$ cat src/rtl/uart_rx.sv
// 8N1 UART receiver: 2-flop synchronizer, mid-bit sampling FSM, one-entry valid/ready holding register.
// Sticky frame_error/overrun flags; a set event in the same cycle as err_clear wins.
module uart_rx #(
    parameter int CLK_FREQ  = 50_000_000,
    parameter int BAUD_RATE = 115_200
) (
    input  logic       clk,
    input  logic       rst,
    input  logic       rx,
    output logic [7:0] data,
    output logic       valid,
    input  logic       ready,
    output logic       frame_error,
    output logic       overrun,
    input  logic       err_clear,
    output logic       busy
);
    localparam int DIV  = CLK_FREQ / BAUD_RATE;
    localparam int HALF = DIV / 2;
    localparam logic [15:0] DIV_LAST  = 16'(DIV - 1);
    localparam logic [15:0] HALF_LAST = 16'(HALF - 1);

    typedef enum logic [2:0] {IDLE, START, DATA, STOP, WAIT_HIGH} state_t;

    state_t      state;
    logic [15:0] cnt;
    logic [2:0]  bit_idx;
    logic [7:0]  shift;
    logic        rx_m;
    logic        rx_s;

    assign busy = (state != IDLE);

    always_ff @(posedge clk) begin
        if (rst) begin
            state       <= IDLE;
            cnt         <= '0;
            bit_idx     <= '0;
            shift       <= '0;
            data        <= '0;
            valid       <= 1'b0;
            frame_error <= 1'b0;
            overrun     <= 1'b0;
            rx_m        <= 1'b1;
            rx_s        <= 1'b1;
        end else begin
            rx_m <= rx;
            rx_s <= rx_m;

            // Clears come first so that set events further down take priority.
            if (err_clear) begin
                frame_error <= 1'b0;
                overrun     <= 1'b0;
            end
            if (valid && ready)
                valid <= 1'b0;

            case (state)
                IDLE: begin
                    cnt <= '0;
                    if (!rx_s)
                        state <= START;
                end
                START: begin
                    if (cnt == HALF_LAST) begin
                        cnt <= '0;
                        if (!rx_s) begin
                            state   <= DATA;
                            bit_idx <= '0;
                        end else begin
                            state <= IDLE;
                        end
                    end else begin
                        cnt <= cnt + 16'd1;
                    end
                end
                DATA: begin
                    if (cnt == DIV_LAST) begin
                        cnt     <= '0;
                        shift   <= {rx_s, shift[7:1]};
                        bit_idx <= bit_idx + 3'd1;
                        if (bit_idx == 3'd7)
                            state <= STOP;
                    end else begin
                        cnt <= cnt + 16'd1;
                    end
                end
                STOP: begin
                    if (cnt == DIV_LAST) begin
                        cnt <= '0;
                        if (rx_s) begin
                            state <= IDLE;
                            if (!valid || ready) begin
                                data  <= shift;
                                valid <= 1'b1;
                            end else begin
                                overrun <= 1'b1;
                            end
                        end else begin
                            frame_error <= 1'b1;
                            state       <= WAIT_HIGH;
                        end
                    end else begin
                        cnt <= cnt + 16'd1;
                    end
                end
                WAIT_HIGH: begin
                    // A held-low line (break) must not be mistaken for a new start bit.
                    cnt <= '0;
                    if (rx_s)
                        state <= IDLE;
                end
                default: begin
                    state <= IDLE;
                    cnt   <= '0;
                end
            endcase
        end
    end
endmodule
$ cat config.mk
export PLATFORM = sky130hd
export DESIGN_NAME = uart_rx
export DESIGN_NICKNAME = d
export VERILOG_FILES = /design/src/rtl/uart_rx.sv
export SDC_FILE = /design/constraint.sdc
export NUM_CORES = 1
export LEC_CHECK = 0
export ABC_AREA = 1
export CAP_MARGIN = 20
export CORE_MARGIN = 4
export CORE_UTILIZATION = 51
export CTS_BUF_LIST = sky130_fd_sc_hd__clkbuf_16
export CTS_CLUSTER_SIZE = 16
export DETAILED_ROUTE_END_ITERATION = 7
export HOLD_SLACK_MARGIN = 0.05
export PLACE_DENSITY = 0.74
export SLEW_MARGIN = 20
export SYNTH_ARGS = -nofsm -noshare
export SYNTH_HDL_FRONTEND = slang
export SYNTH_SLANG_ARGS = --single-unit
$ cat constraint.sdc
create_clock -name clk -period 1.5 [get_ports clk]
set_input_delay 0.15 -clock clk [delete_from_list [all_inputs] [get_ports clk]]
set_output_delay 0.15 -clock clk [all_outputs]
set_load 0.02 [all_outputs]
# ---- Word level (Yosys, flattened, before mapping)
# Cells that the tools add are included.
dict set report op_classes {
  eq_ne 14
  n_addsub 2
  n_mux 30
  reduce_logical 11
}
# op count
set op_table {}
lappend op_table {{16-bit two-way mux} 2}
lappend op_table {{16-bit case mux with 2 select lines} 1}
lappend op_table {{3-bit two-way mux} 10}
lappend op_table {{16-bit by 1-bit adder with 16-bit output, second input constant} 1}
lappend op_table {{16-bit by 8-bit == test with 1-bit output, second input constant} 1}
lappend op_table {{16-bit by 9-bit == test with 1-bit output, second input constant} 1}
lappend op_table {{3-bit case mux with 5 select lines} 1}
lappend op_table {{1-bit two-way mux} 14}
lappend op_table {{2-bit inequality test, second input constant} 7}
lappend op_table {{4-bit AND reduction} 2}
lappend op_table {{3-bit by 2-bit == test with 1-bit output, second input constant} 2}
lappend op_table {{3-bit == test, second input constant} 2}
lappend op_table {{3-bit case mux with 2 select lines} 1}
lappend op_table {{6-bit AND reduction} 1}
lappend op_table {{3-bit by 1-bit adder with 3-bit output, second input constant} 1}
lappend op_table {{3-bit by 1-bit == test with 1-bit output, second input constant} 1}
lappend op_table {{3-bit zero test} 1}
lappend op_table {{3-bit nonzero test} 1}
lappend op_table {{2-bit two-way mux} 1}
lappend op_table {{2-bit AND reduction} 1}
lappend op_table {{2-bit nonzero test} 1}
lappend op_table {{2-bit OR reduction} 1}
lappend op_table {{1-bit logical AND} 1}
lappend op_table {{1-bit zero test} 1}
lappend op_table {{1-bit logical OR} 1}
dict set report totals {
  in_bits 5
  out_inout_bits 12
  elab_cells 67
  ff_bits 43
}

# ---- Logic depth before layout (Yosys ltp)
dict set report depth {
  word_depth 6
  mapped_depth 11
  mapped_depth_nobuf 11
}

# ---- Least setup slack after synthesis
# No wires, ideal clock.
dict set report synth_path {
  path_type {reg2reg}
  start {register cnt[1]}
  end {register cnt[0]}
  path_stages_with_launch 11
  setup_slack_ps 91
  t_arrival_ps 1345
  required_ps 1436
  n_path_buf 1
  setup_time_ps 64
  period_less_slack_ps 1409
  path_cell_list {dfxtp_1 inv_1 ha_1 nand3_1 nor2_2 nand2_2 inv_4 o21ai_1 nand3b_2 buf_4 nor2_1}
}
dict set report synth_between {
  elab_chain_cells 3
  word_cells_on_any_way 5
  cone_classes {2 x eq/ne; 3 x mux}
}
# element line
set synth_rtl {}
lappend synth_rtl {{from (decl)} 26} ;# logic [15:0] cnt;
lappend synth_rtl {{from (signal assigned)} 74} ;# cnt <= cnt + 16'd1;
lappend synth_rtl {{from (signal assigned)} 85} ;# cnt <= cnt + 16'd1;
lappend synth_rtl {{from (signal assigned)} 104} ;# cnt <= cnt + 16'd1;
lappend synth_rtl {{16-bit by 9-bit == test with 1-bit output / 16-bit by 8-bit == test with 1-bit output (equally long branches)} {78, 89, 65}}
lappend synth_rtl {{16-bit two-way mux, on equally long branches} {78, 89, 65}}
lappend synth_rtl {{16-bit case mux with 2 select lines *} 58} ;# case (state)
# Mark *: on every way between the ends. The rest lies on a longest branch, timed or not.
# A chain may end at the register's enable or synchronous reset.

# ---- Worst setup path in the final report
dict set report layout_path {
  start {register cnt[0]}
  end {register cnt[0]}
}
dict set report layout_between {
  elab_chain_cells 3
  word_cells_on_any_way 6
  cone_classes {1 x add/sub; 2 x eq/ne; 3 x mux}
}
# element line
set layout_rtl {}
lappend layout_rtl {{16-bit by 1-bit adder with 16-bit output, or another cell as far along} {74, 85, 104}}
lappend layout_rtl {{16-bit two-way mux, on equally long branches} {78, 89, 65}}
lappend layout_rtl {{16-bit case mux with 2 select lines *} 58}
# Marks and branches as above.

==> flow_metrics.env <==
export IMPL_cp_start_kind="flop"
export IMPL_drt_iter0_drc=108
export IMPL_peakVddDrop_mv=0.950
export IMPL_synth_area_top_cells="dfxtp_1, nor2_1, nand2_1"
export IMPL_p_int_mw=2.04
export IMPL_period_needed_ns=1.44
export IMPL_detail_route_vias_per_cell=4.91
export IMPL_switching_share_pct=22.6
export IMPL_maxCapViolations=0
export IMPL_hold_viol=0
export IMPL_outcome="finished clean"
export IMPL_drt_pass1_iterations=4
export IMPL_cts_buffers=5
export IMPL_postCtsHoldBufs=0
export IMPL_r2r_slack_ns=0.06
export IMPL_switchingPower_mw=0.594
export IMPL_vias=1826
export IMPL_synth_edff_count=0
export IMPL_synth_area_sq_um=1990
export IMPL_drc=0
export IMPL_ys_ff_latch=43
export IMPL_fin_nets=333
export IMPL_arrival_ns=1.65
export IMPL_diodes=0
export IMPL_grt_usage_pct=18.0
export IMPL_p_clk_share_pct=44.9
export IMPL_wire_per_inst_microns=11.6
export IMPL_coreArea_sq_um=3720
export IMPL_netlist_top_cells_count="nor2_1, nand2_1, dfxtp_1"
export IMPL_drive_above_1_share_pct=22.5
export IMPL_grt_pass1_vias=1755
export IMPL_dr_wl_met3_microns=187
export IMPL_top_layer_used="met4"
export IMPL_end_kind="flop"
export IMPL_whs_ns=0.419
export IMPL_path_class="reg2reg"
export IMPL_wl_microns=4310
export IMPL_period_share_pct=96.0
export IMPL_synth_most_common_cell="nor2_1"
export IMPL_worstPathMaxFanout=7
export IMPL_hold_class="reg2reg"
export IMPL_grt_pass1_wl_microns=7180
export IMPL_grt_ovfl_total=0
export IMPL_gp_congestion=0.849
export IMPL_seq_area_frac_synth_pct=43.3
export IMPL_fmax_mhz=695
export IMPL_place_hpwl_microns=2950
export IMPL_fp_dieW_microns=70.4
export IMPL_worst_pin_slew_ns=0.548
export IMPL_async_reset_ff_share_pct=0
export IMPL_setup_viol_count_final=0
export IMPL_initial_core_util_pct=53.5
export IMPL_io_buffers=16
export IMPL_clock_sinks=43
export IMPL_ys_warn_count=0
export IMPL_route_met2_wl_microns=2250
export IMPL_p_leak_nw=1.17
export IMPL_synth_nets=293
export IMPL_root_buffer="clkbuf_16"
export IMPL_netlist_instances=283
export IMPL_avgSynthCellArea_sq_um=7.02
export IMPL_setup_slack_ns=0.0606
export IMPL_wirelength_met1_microns=1780
export IMPL_power_frac_comb_pct=10.1
export IMPL_finalClockSkew_ns=0.00254
export IMPL_synth_top_area_share_pct=43.3
export IMPL_p_seq_share_pct=45.0
export IMPL_grt_max_degree=22
export IMPL_std_cell_rows=22
export IMPL_place_ws_ns=-0.0120
export IMPL_synth_distinct_cells=28
export IMPL_max_slew_margin_pct=63.4
export IMPL_drv_slew=0
export IMPL_path_clk_slew_ns=0.06
export IMPL_io_pins=17
export IMPL_cts_tree="built"
export IMPL_power_density_nw_per_um2=997
export IMPL_die_area_sq_um=4960
export IMPL_h_tree_depth=2
export IMPL_worst_skew_pair_late_latency_ns=0.28
export IMPL_required_ns=1.71
export IMPL_ant_nets=0
export IMPL_antenna_found_initial=0
export IMPL_clockBufferDepth=2
export IMPL_area_delta_synth_final_pct=33.0
export IMPL_rsz0062_at_grt="true"
export IMPL_ys_flop_type="dfxtp_1"
export IMPL_yosys_area_top_type="dfxtp_1"
export IMPL_die_height_microns=70.4
cells by family after synthesis:
| kind of cell | Yosys count | share of synthesized area (%) |
|---|---|---|
| xor+xnor | 10 | 4.41 |
| fa+ha+maj | 5 | 3.15 |
| simple gates | 156 | 33.2 |
| buf+inv | 46 | 9.70 |
| compound gates | 23 | 6.17 |
| flops | 43 | 43.3 |
stage by stage:
stage	area (sq um)	total power [mW]	util (%)	cells	setup TNS [ns]
floorplan	1990	1.39	-	283	0
global placement	2310	1.47	62.2	360	0
detailed placement	2310	1.47	62.2	360	-0.0230
CTS	2490	2.65	67.0	369	0
global route	2640	2.74	71.1	372	-1.19
finish	2640	2.63	71.1	372	0
what timing repair did:
| item | in CTS | in global routing |
|---|---|---|
| cloned | 1 | 0 |
| gates resized for setup | 3 | 44 |
| endpoints found under the setup margin | 11 | 41 |
| pin swaps | 0 | 8 |
| setup buffers | 0 | 3 |
| endpoints found under the hold margin | 0 | 0 |
cell usage in the layout (no fill, tap or decap), drive strengths merged, types with 2 or more instances in the layout:
master,n
ha,5
nand3b,2
xor2,8
or2,2
xnor2,2
inv,40
dfxtp,43
nand4,5
nor2,68
a21oi,8
nand2,63
clkinv,2
o21ai,12
nand3,15
buf,22
nor3,2
clkbuf,5
clkdlybuf4s50,15
worst max-delay path, cell delays in order, from the launching register on:
cell and delay (ns):
dfxtp_4 0.38, inv_1 0.05, ha_1 0.21, nand3_1 0.09, nor2_1 0.05, nand2_1 0.08, nand2_2 0.07, o21ai_1 0.09
nand3b_2 0.09, buf_4 0.17, nor2_1 0.09
worst paths after layout:
kind               start     end  cells after the start
hold reg to reg     rx_m    rx_s                      1
setup reg to reg  cnt[0]  cnt[0]                     10
setup / recovery  cnt[0]  cnt[0]                     10
hold / removal      rx_m    rx_s                      1
state kept, by name, indices dropped and copies added (netlist names):
register     flops
rx_s             1
valid            1
cnt             16
rx_m             1
state            3
shift            8
overrun          1
bit_idx          3
data             8
frame_error      1
per-layer routing:
layer	vias to the layer above	track usage [%]
met5	-	0
li1	955	-
met3	11	3.88
met1	812	20.1
met4	0	7.23
met2	48	32.7
power by group through the flow:
stage	sequential (mW)	combinational, mW	clock [mW]
5_1_grt	1.19	0.299	1.25
6_report	1.19	0.265	1.18
3_5_place_dp	1.21	0.258	0
2_1_floorplan	1.21	0.188	0
3_3_place_gp	1.21	0.259	0
4_1_cts	1.19	0.250	1.21
layout make-up:
type                    count  area (sq um)
flip-flops and latches     43           881
repair buffers             38           328
inverters                  40           155
multi-input cells         195          1050
clock buffers               5           125
fillers                   301          1070
clock inverters             3          38.8
well taps                  48          60.1
(Power assumes the default switching activity.)
